### src/rtl/dcp_recover_if.sv
// dcp_recover_if - pixel stream bundle for the DCP recovery stage.
// The master side (upstream stages) drives the hazy pixel, syncs, transmittance and atmospheric light.
// The slave side (dcp_recover) returns the dehazed pixel stream.
// Optional macro DCP_RECOVER_BYPASS_EN adds the per-pixel i_bypass signal.

interface dcp_recover_if;
  logic [7:0] i_r;
  logic [7:0] i_g;
  logic [7:0] i_b;
  logic       i_hsync;
  logic       i_vsync;
  logic [7:0] i_transmittance;
  logic [7:0] i_dark_max;
  logic       i_data_valid;
`ifdef DCP_RECOVER_BYPASS_EN
  logic       i_bypass;
`endif
  logic [7:0] o_r;
  logic [7:0] o_g;
  logic [7:0] o_b;
  logic       o_hsync;
  logic       o_vsync;
  logic       o_data_valid;

  modport master (
`ifdef DCP_RECOVER_BYPASS_EN
    output i_bypass,
`endif
    output i_r, i_g, i_b, i_hsync, i_vsync,
    output i_transmittance, i_dark_max, i_data_valid,
    input  o_r, o_g, o_b, o_hsync, o_vsync, o_data_valid
  );

  modport slave (
`ifdef DCP_RECOVER_BYPASS_EN
    input  i_bypass,
`endif
    input  i_r, i_g, i_b, i_hsync, i_vsync,
    input  i_transmittance, i_dark_max, i_data_valid,
    output o_r, o_g, o_b, o_hsync, o_vsync, o_data_valid
  );
endinterface

### src/rtl/dcp_recover.sv
// dcp_recover - haze-removal recovery stage: J = A + (I - A) / t per colour channel.
// The RGB/sync stream is delayed ALIGN_DLY cycles so it lines up with the transmittance,
// then a short pipe (threshold/diff, reciprocal lookup, multiply+add+clamp) produces the output
// three cycles after i_data_valid. Division is replaced by a reciprocal ROM (8.8 fixed point).
// Optional macro DCP_RECOVER_BYPASS_EN: adds i_bypass, which passes the delayed input pixel through.

module dcp_recover #(
  parameter int         ALIGN_DLY = 3,
  parameter logic [7:0] T_MIN     = 8'd26,
  parameter logic [7:0] A_RST     = 8'd255
) (
  input logic          pixelclk,
  input logic          reset,
  dcp_recover_if.slave bus
);

  localparam int DW = 26;  // {hsync, vsync, r, g, b}

  // Rounded reciprocal of t scaled by 65280 (255*256); values below the floor reuse the floor entry
  function automatic logic [11:0] recipOf(input int t);
    int tt;
    tt = (t < int'(T_MIN)) ? int'(T_MIN) : t;
    return 12'((65280 + tt / 2) / tt);
  endfunction

  logic [DW-1:0] r_dly [ALIGN_DLY];
  logic [DW-1:0] w_tap;
  logic [7:0]    w_tap_i [3];
  logic          w_tap_hs;
  logic          w_tap_vs;

  logic          r_vs_prev;
  logic [7:0]    r_a_frame;
  logic          w_vs_rise;
  logic [7:0]    w_a_cur;
  logic [7:0]    w_t_c;

  logic [7:0]        r_s0_t;
  logic signed [8:0] r_s0_diff [3];
  logic [7:0]        r_s0_a;
  logic              r_s0_valid;
  logic              r_s0_hs;
  logic              r_s0_vs;

  logic [11:0]       r_s1_recip;
  logic signed [8:0] r_s1_diff [3];
  logic [7:0]        r_s1_a;
  logic              r_s1_valid;
  logic              r_s1_hs;
  logic              r_s1_vs;

  logic [11:0]        w_rom [256];
  logic signed [21:0] w_prod [3];
  logic signed [22:0] w_sum [3];
  logic [7:0]         w_sat [3];
  logic [7:0]         w_res [3];

  logic [7:0] r_out [3];
  logic       r_o_valid;
  logic       r_o_hs;
  logic       r_o_vs;

`ifdef DCP_RECOVER_BYPASS_EN
  logic       r_s0_byp;
  logic [7:0] r_s0_i [3];
  logic       r_s1_byp;
  logic [7:0] r_s1_i [3];
`endif

  assign w_tap      = r_dly[ALIGN_DLY-1];
  assign w_tap_hs   = w_tap[25];
  assign w_tap_vs   = w_tap[24];
  assign w_tap_i[0] = w_tap[23:16];
  assign w_tap_i[1] = w_tap[15:8];
  assign w_tap_i[2] = w_tap[7:0];

  // The pixel that carries the vsync rising edge already uses the freshly latched A
  assign w_vs_rise = w_tap_vs & ~r_vs_prev;
  assign w_a_cur   = w_vs_rise ? bus.i_dark_max : r_a_frame;
  assign w_t_c     = (bus.i_transmittance < T_MIN) ? T_MIN : bus.i_transmittance;

  for (genvar gi = 0; gi < 256; gi++) begin : g_rom
    assign w_rom[gi] = recipOf(gi);
  end

  // Alignment delay line for RGB and syncs
  always_ff @(posedge pixelclk or posedge reset) begin
    if (reset) begin
      for (int k = 0; k < ALIGN_DLY; k++) r_dly[k] <= '0;
    end else begin
      r_dly[0] <= {bus.i_hsync, bus.i_vsync, bus.i_r, bus.i_g, bus.i_b};
      for (int k = 1; k < ALIGN_DLY; k++) r_dly[k] <= r_dly[k-1];
    end
  end

  // Per-frame atmospheric light, captured on the delayed vsync rising edge
  always_ff @(posedge pixelclk or posedge reset) begin
    if (reset) begin
      r_vs_prev <= 1'b0;
      r_a_frame <= A_RST;
    end else begin
      r_vs_prev <= w_tap_vs;
      r_a_frame <= w_a_cur;
    end
  end

  // S0: floor the transmittance and form the signed I - A difference per channel
  always_ff @(posedge pixelclk or posedge reset) begin
    if (reset) begin
      r_s0_t     <= '0;
      r_s0_a     <= '0;
      r_s0_valid <= 1'b0;
      r_s0_hs    <= 1'b0;
      r_s0_vs    <= 1'b0;
      for (int c = 0; c < 3; c++) r_s0_diff[c] <= '0;
    end else begin
      r_s0_t     <= w_t_c;
      r_s0_a     <= w_a_cur;
      r_s0_valid <= bus.i_data_valid;
      r_s0_hs    <= w_tap_hs;
      r_s0_vs    <= w_tap_vs;
      for (int c = 0; c < 3; c++)
        r_s0_diff[c] <= $signed({1'b0, w_tap_i[c]}) - $signed({1'b0, w_a_cur});
    end
  end

  // S1: reciprocal lookup, everything else rides along
  always_ff @(posedge pixelclk or posedge reset) begin
    if (reset) begin
      r_s1_recip <= '0;
      r_s1_a     <= '0;
      r_s1_valid <= 1'b0;
      r_s1_hs    <= 1'b0;
      r_s1_vs    <= 1'b0;
      for (int c = 0; c < 3; c++) r_s1_diff[c] <= '0;
    end else begin
      r_s1_recip <= w_rom[r_s0_t];
      r_s1_a     <= r_s0_a;
      r_s1_valid <= r_s0_valid;
      r_s1_hs    <= r_s0_hs;
      r_s1_vs    <= r_s0_vs;
      for (int c = 0; c < 3; c++) r_s1_diff[c] <= r_s0_diff[c];
    end
  end

`ifdef DCP_RECOVER_BYPASS_EN
  // Bypass flag and untouched input pixel travel with the pipe
  always_ff @(posedge pixelclk or posedge reset) begin
    if (reset) begin
      r_s0_byp <= 1'b0;
      r_s1_byp <= 1'b0;
      for (int c = 0; c < 3; c++) begin
        r_s0_i[c] <= '0;
        r_s1_i[c] <= '0;
      end
    end else begin
      r_s0_byp <= bus.i_bypass;
      r_s1_byp <= r_s0_byp;
      for (int c = 0; c < 3; c++) begin
        r_s0_i[c] <= w_tap_i[c];
        r_s1_i[c] <= r_s0_i[c];
      end
    end
  end
`endif

  // S2/S3: scale the difference by 1/t, drop the 8 fraction bits (floor), add A back and clamp
  always_comb begin
    for (int c = 0; c < 3; c++) begin
      w_prod[c] = '0;
      w_sum[c]  = '0;
      w_sat[c]  = '0;
      w_res[c]  = '0;
    end
    for (int c = 0; c < 3; c++) begin
      w_prod[c] = 22'(r_s1_diff[c]) * $signed({10'b0, r_s1_recip});
      w_sum[c]  = 23'(w_prod[c] >>> 8) + $signed({15'b0, r_s1_a});
      if (w_sum[c] < 0)
        w_sat[c] = 8'd0;
      else if (w_sum[c] > 23'sd255)
        w_sat[c] = 8'd255;
      else
        w_sat[c] = w_sum[c][7:0];
`ifdef DCP_RECOVER_BYPASS_EN
      w_res[c] = r_s1_byp ? r_s1_i[c] : w_sat[c];
`else
      w_res[c] = w_sat[c];
`endif
    end
  end

  // Output register: pixel updates only on valid, so invalid cycles hold the last result
  always_ff @(posedge pixelclk or posedge reset) begin
    if (reset) begin
      r_o_valid <= 1'b0;
      r_o_hs    <= 1'b0;
      r_o_vs    <= 1'b0;
      for (int c = 0; c < 3; c++) r_out[c] <= '0;
    end else begin
      r_o_valid <= r_s1_valid;
      r_o_hs    <= r_s1_hs;
      r_o_vs    <= r_s1_vs;
      if (r_s1_valid) begin
        for (int c = 0; c < 3; c++) r_out[c] <= w_res[c];
      end
    end
  end

  assign bus.o_r          = r_out[0];
  assign bus.o_g          = r_out[1];
  assign bus.o_b          = r_out[2];
  assign bus.o_hsync      = r_o_hs;
  assign bus.o_vsync      = r_o_vs;
  assign bus.o_data_valid = r_o_valid;

endmodule

### src/flat_wrapper.sv
// flat-port wrapper written by rule: the top's interface ports become plain ports
module dcp_recover_flat 
#(
  parameter int         ALIGN_DLY = 3,
  parameter logic [7:0] T_MIN     = 8'd26,
  parameter logic [7:0] A_RST     = 8'd255
)
  (pixelclk, reset, bus_i_r, bus_i_g, bus_i_b, bus_i_hsync, bus_i_vsync, bus_i_transmittance, bus_i_dark_max, bus_i_data_valid, bus_o_r, bus_o_g, bus_o_b, bus_o_hsync, bus_o_vsync, bus_o_data_valid);
  dcp_recover_if bus_i ();
  input logic pixelclk;
  input logic reset;
  input wire logic [$bits(bus_i.i_r)-1:0] bus_i_r;
  input wire logic [$bits(bus_i.i_g)-1:0] bus_i_g;
  input wire logic [$bits(bus_i.i_b)-1:0] bus_i_b;
  input wire logic [$bits(bus_i.i_hsync)-1:0] bus_i_hsync;
  input wire logic [$bits(bus_i.i_vsync)-1:0] bus_i_vsync;
  input wire logic [$bits(bus_i.i_transmittance)-1:0] bus_i_transmittance;
  input wire logic [$bits(bus_i.i_dark_max)-1:0] bus_i_dark_max;
  input wire logic [$bits(bus_i.i_data_valid)-1:0] bus_i_data_valid;
  output wire logic [$bits(bus_i.o_r)-1:0] bus_o_r;
  output wire logic [$bits(bus_i.o_g)-1:0] bus_o_g;
  output wire logic [$bits(bus_i.o_b)-1:0] bus_o_b;
  output wire logic [$bits(bus_i.o_hsync)-1:0] bus_o_hsync;
  output wire logic [$bits(bus_i.o_vsync)-1:0] bus_o_vsync;
  output wire logic [$bits(bus_i.o_data_valid)-1:0] bus_o_data_valid;
  assign bus_i.i_r = bus_i_r;
  assign bus_i.i_g = bus_i_g;
  assign bus_i.i_b = bus_i_b;
  assign bus_i.i_hsync = bus_i_hsync;
  assign bus_i.i_vsync = bus_i_vsync;
  assign bus_i.i_transmittance = bus_i_transmittance;
  assign bus_i.i_dark_max = bus_i_dark_max;
  assign bus_i.i_data_valid = bus_i_data_valid;
  assign bus_o_r = bus_i.o_r;
  assign bus_o_g = bus_i.o_g;
  assign bus_o_b = bus_i.o_b;
  assign bus_o_hsync = bus_i.o_hsync;
  assign bus_o_vsync = bus_i.o_vsync;
  assign bus_o_data_valid = bus_i.o_data_valid;
  dcp_recover #(.ALIGN_DLY(ALIGN_DLY), .T_MIN(T_MIN), .A_RST(A_RST)) u_core (.pixelclk(pixelclk), .reset(reset), .bus(bus_i));
endmodule
### config.mk
export PLATFORM = sky130hd
export DESIGN_NAME = dcp_recover_flat
export DESIGN_NICKNAME = d
export VERILOG_FILES = /design/src/rtl/dcp_recover_if.sv /design/src/rtl/dcp_recover.sv /design/src/flat_wrapper.sv
export SDC_FILE = /design/constraint.sdc
export NUM_CORES = 1
export LEC_CHECK = 0
export ABC_AREA = 1
export CORE_AREA = 3 3 190 192
export CTS_CLUSTER_SIZE = 8
export DETAILED_ROUTE_END_ITERATION = 16
export DIE_AREA = 0 0 193 195
export PLACE_DENSITY = 0.89
export REMOVE_ABC_BUFFERS = 1
export SLEW_MARGIN = 20
export SYNTH_ARGS = -nofsm -noshare
export SYNTH_HDL_FRONTEND = slang
export SYNTH_SLANG_ARGS = --single-unit
### constraint.sdc
create_clock -name pixelclk -period 13.5 [get_ports pixelclk]
set_input_delay 2.7 -clock pixelclk [delete_from_list [all_inputs] [get_ports pixelclk]]
set_output_delay 2.7 -clock pixelclk [all_outputs]
set_load 0.03 [all_outputs]
Yosys cells after proc, flatten, opt, wreduce, memory -nomap -nowiden

Memories as Yosys holds them, arrays and structs flattened. A register that Yosys moved wholly into a read port is not among the register bits.
Index checks and enable logic that the tools add are counted.

Flip-flop bits (word level): 197
Bits of input ports: 45
Memories: 1
Output and inout bits: 27
Memory bits (read-only): 3072
Logic and storage cells: 53

Memories:

| name             | depth | width | read ports | clocked after Yosys merged registers in | write ports | RTL line           | source |
|---|---|---|---|---|---|---|---|
| (name not given) | 256   | 12    | 1          | 1                                       | 0           | dcp_recover.sv:137 | `r_s1_recip <= w_rom[r_s0_t];` |

Mux-type cells: 8
Multiply operators: 3
Order comparisons: 7
Bitwise logic cells: 3
Add/subtract/negate cells: 6

Operators by type and width:

| cell                | number |
|---|---|
| $mul 9x13->22       | 3 |
| $mux 8              | 8 |
| $add 14x9->15       | 3 |
| $gt 15x9->1 const B | 3 |
| $lt 15x1->1 const B | 3 |
| $sub 8x8->9         | 3 |
| $not 8->9           | 1 |
| $lt 8x5->1 const B  | 1 |
| $and 1x1->1         | 1 |
| $not 1->1           | 1 |

Longest topological paths before layout

Depth in word-level cells: 5
Mapped depth: 38
Depth with buffers taken out: 36

Worst setup path after synthesis

No wires, ideal clock.

Path kind: reg2reg
Start: register u_core.r_s1_recip[6]
End: register u_core.r_out, in the netlist u_core.bus.o_g[3]
Required time: 13383 ps
Period minus slack after synthesis: 6285 ps
Slack: 7215 ps
Setup time: 117 ps
Arrival time: 6168 ps
Path buffers: 2
Stages on the path, launching flop included: 32
Path through: dfrtp_1 -> clkbuf_1 -> clkbuf_1 -> nand2_1 -> fa_1 -> inv_1 -> fa_1 -> inv_1 -> fa_1 -> inv_1 -> fa_1 -> fa_1 -> ha_1 -> inv_1 -> o21ai_0 -> inv_1 -> nand2_2 -> xor2_1 -> inv_1 -> fa_1 -> o21ai_0 -> nand4_1 -> o211ai_1 -> nand3_1 -> nor2_1 -> nand3_1 -> nand2_1 -> nand3_2 -> o21ai_2 -> nand2_1 -> nand2_1 -> nand2_1

Word-level cells in the longest chain between the ends: 5
Elaborated cells between the ends (all ways): 6
Classes of those cells: add/sub: 1; mul: 1; order compare: 2; mux: 2

RTL lines:

| what            | RTL line           | source |
|---|---|---|
| from (decl)     | dcp_recover.sv:45  | `logic [11:0] r_s1_recip;` |
| $mul 9x13->22 * | dcp_recover.sv:176 | `w_prod[c] = 22'(r_s1_diff[c]) * $signed({10'b0, r_s1_recip});` |
| $add 14x9->15 * | dcp_recover.sv:177 | `w_sum[c] = 23'(w_prod[c] >>> 8) + $signed({15'b0, r_s1_a});` |
| $gt 15x9->1     | dcp_recover.sv:180 | `else if (w_sum[c] > 23'sd255)` |
| $mux 8          | dcp_recover.sv:180 |  |
| $mux 8 *        | dcp_recover.sv:178 | `if (w_sum[c] < 0)` |
| to (decl)       | dcp_recover.sv:58  | `logic [7:0] r_out [3];` |

Mark *: on every way between the ends. The rest lies on a longest branch, timed or not.
A chain may end at the register's enable or synchronous reset.

Worst setup path in the final report

Start: register u_core.r_s1_recip[6]
End: register u_core.r_out, in the netlist u_core.bus.o_b[3]

The elaborated chain is that of the path after synthesis.

==> qor.tcl <==
set qor(grt_antenna_before_repair) 1
set qor(antenna_violating_nets_post_route) 0
set qor(startpoint) {u_core.r_s1_recip[6]}
set qor(placement_rows) 68
set qor(synthesis.yosys.warnings) 0
set qor(dr_total_vias) 18400
set qor(netlist-cell-type-count) 56
set qor(design.portCount) 72
set qor(number_of_i_o_port_buffers) 71
set qor(period_share) 0.549
set qor(hold_path_startpoint) {u_core.r_dly[60]}
set qor(postCtsSetupBuffers) 0
set qor(dr.first_iter.drc_count) 2300
set qor(floorplan.core_area_um2) 34500
set qor(post_route_cells_drive_above_1_share) 0.0453
set qor(synth.top_cell.area_share) 0.236
set qor(regToRegStartpoint) {u_core.r_s1_recip[6]}
set qor(worst_ep_arrival_time_ns) 7.85
set qor(worst_ep_required_time_ns) 13.94
set qor(via_per_inst) 5.85
set qor(maxSlewViolCount) 0
set qor(layout_common_cells) {666 x nand2_1, 517 x inv_1, 234 x ha_1}
set qor(clkLatencyLatePin_ns) 0.56
set qor(slew_at_the_pin_with_the_worst_max_slew_slack_ns) 1.10
set qor(cts.clk_slew.worst_paths_ns) 0.06
set qor(die_x_um) 193
set qor(outcome) {complete, no violations}
set qor(fraction_of_the_yosys_area_taken_by_sequential_cells) 0.246
set qor(grt_pass1_vias) 19700
set qor(gpl.final_weighted_congestion) 1.02
set qor(layout.cells.most_common) {nand2_1}
set qor(post_synth_instance_area_um2) 21300
set qor(yosys.area.top_type) {dfrtp_1}
set qor(worst-setup-path-type) {flop to flop}
set qor(max-cap-violations) 0
set qor(final-hold-violation-count) 0
set qor(floorplan.die_area_um2) 37600
set qor(synth-edff-count) 0
set qor(max_clock_freq_mhz) 135
set qor(post_cts_hold_buffer_count) 0
set qor(numCtsBuffers) 30
set qor(postSynthAreaPerCell_um2) 8.07
set qor(setup_viol) 0
set qor(ys_seq_elements) 209
set qor(timing.setup.tns_ns) 0
set qor(detailedRoute.firstPassIterationCount) 8
set qor(cts-root-to-sink-buffers) 3
set qor(setup.worst_path.end_class) {flop}
set qor(timing.hold.worst.class) {flop to flop}
set qor(htree_levels) 1
set qor(drt-wirelength-per-cell_um) 19.4
set qor(timing.critical_path.fanout_max) 27
set qor(timing.clock.skew_ns) 0.0142
set qor(cts_tree) {done}
set qor(gr-usage-all-layers) 0.336
set qor(grt_pass1_wl_um) 100000
set qor(insertedDiodeCount) 0
set qor(synth_area_leaders) {dfrtp_1 24%, fa_1 20%, ha_1 14%, nand2_1 12%, inv_1 9.1%}
set qor(worstSetupStartpointType) {flop}
set qor(finalCriticalPeriod_ns) 7.41
set qor(area_growth_pct) 9.24
set qor(synth_async_sr_flop_share) 1.00
set qor(slowest_delay_ns) 1.04
set qor(aggregate_global_routing_overflow) 0
set qor(ys_dominant_reg_cell) {dfrtp_1}
set qor(nNetsFinal) 3169
set qor(dieHeight_um) 195
set qor(totalWireLength_um) 61000
set qor(grt_start_max_net_pins) 126
set qor(crit_slowest_cell) {dfrtp_1}
set qor(gate_count_post_synth) 2639
set qor(numClockSinks) 209
set qor(cts.root.buffer_cell) {clkbuf_16}
set qor(post_cts.resized_instances) 0
set qor(dp_hpwl_um) 44600
set qor(rsz_0062_raised_after_global_routing) {false}
set qor(drt_drc_violations_left) 0
set qor(initial_core_util) 0.617
set qor(timing.slew.headroom) 0.260
==> cell families after synthesis <==
| logic type | after synthesis | synth area share |
|---|---|---|
| AO/OA/AOI/OAI | 315 | 0.0868 |
| XOR/XNOR | 69 | 0.0287 |
| adder cells (fa/ha/maj) | 450 | 0.341 |
| buffers and inverters | 612 | 0.108 |
| flip-flops | 209 | 0.246 |
| multiplexers | 1 | 0.000529 |
| AND/OR/NAND/NOR | 983 | 0.189 |
==> worst paths after layout <==
kind / endpoint / slack (ns) / depth (start not counted)
setup / recovery: u_core.bus.o_b[3] / 6.09 / 33
hold / removal: u_core.r_dly[34] / 0.34 / 0
setup reg to reg: u_core.bus.o_b[3] / 6.09 / 33
hold reg to reg: u_core.r_dly[34] / 0.34 / 0
max in group asynchronous: u_core.r_s0_a[1] / 9.22 / 3
min in group asynchronous: u_core.r_dly[34] / 2.75 / 2
==> flip-flops by register name (all words and copies together), names as in the netlist, 12 cells and up <==
register,flops
u_core.r_s1_recip,12
u_core.r_s1_diff,27
u_core.w_tap,26
u_core.r_s0_diff,27
u_core.r_dly,52
==> worst max-delay path: cells and delay by family (launching register included) <==
kind	cells	cell delay [ns]
flip-flops	1	1.04
XOR/XNOR	1	0.39
buffers and inverters	8	0.58
AO/OA/AOI/OAI	2	0.35
AND/OR/NAND/NOR	15	1.64
adder cells (fa/ha/maj)	7	3.28
==> cells in the mapped netlist (all sizes together) (17+ instances only) <==
master  number
dfrtp      201
nand3       85
xor2        48
fa         216
clkbuf      76
nand2      694
o21ai      108
nor3        17
ha         234
a21oi      115
xnor2       21
inv        525
nor2       166
==> area by class of cell <==
class / instances / area [um^2]
inverters: 527 / 1990
fillers: 2607 / 11300
clock buffers: 49 / 852
flip-flops and latches: 209 / 5240
clock inverters: 1 / 30.0
multi-input cells: 1818 / 13700
well taps: 455 / 569
repair buffers: 88 / 838
==> per-stage QoR <==
stage               worst slack (ns)  hold slack, ns  instance area [um^2]   util  std cells
floorplan                       5.10           0.331                 21000      -       2554
global placement                6.56           0.332                 22400  0.648       3097
detailed placement              6.30           0.335                 22400  0.648       3097
CTS                             6.19           0.340                 23300  0.673       3147
global route                    5.65           0.347                 23300  0.674       3147
finish                          6.09           0.337                 23300  0.674       3147
==> metal layers <==
layer	global-route usage	up-vias	wire [um]
met5	0	-	13
met4	0.171	2	3730
met3	0.0578	294	5880
met2	0.541	1122	28300
met1	0.439	8772	23100
li1	-	8223	-
Power is left out: the tool's default activity adds up to more than one toggle a clock period on the data nets, which glitch-free logic cannot reach.
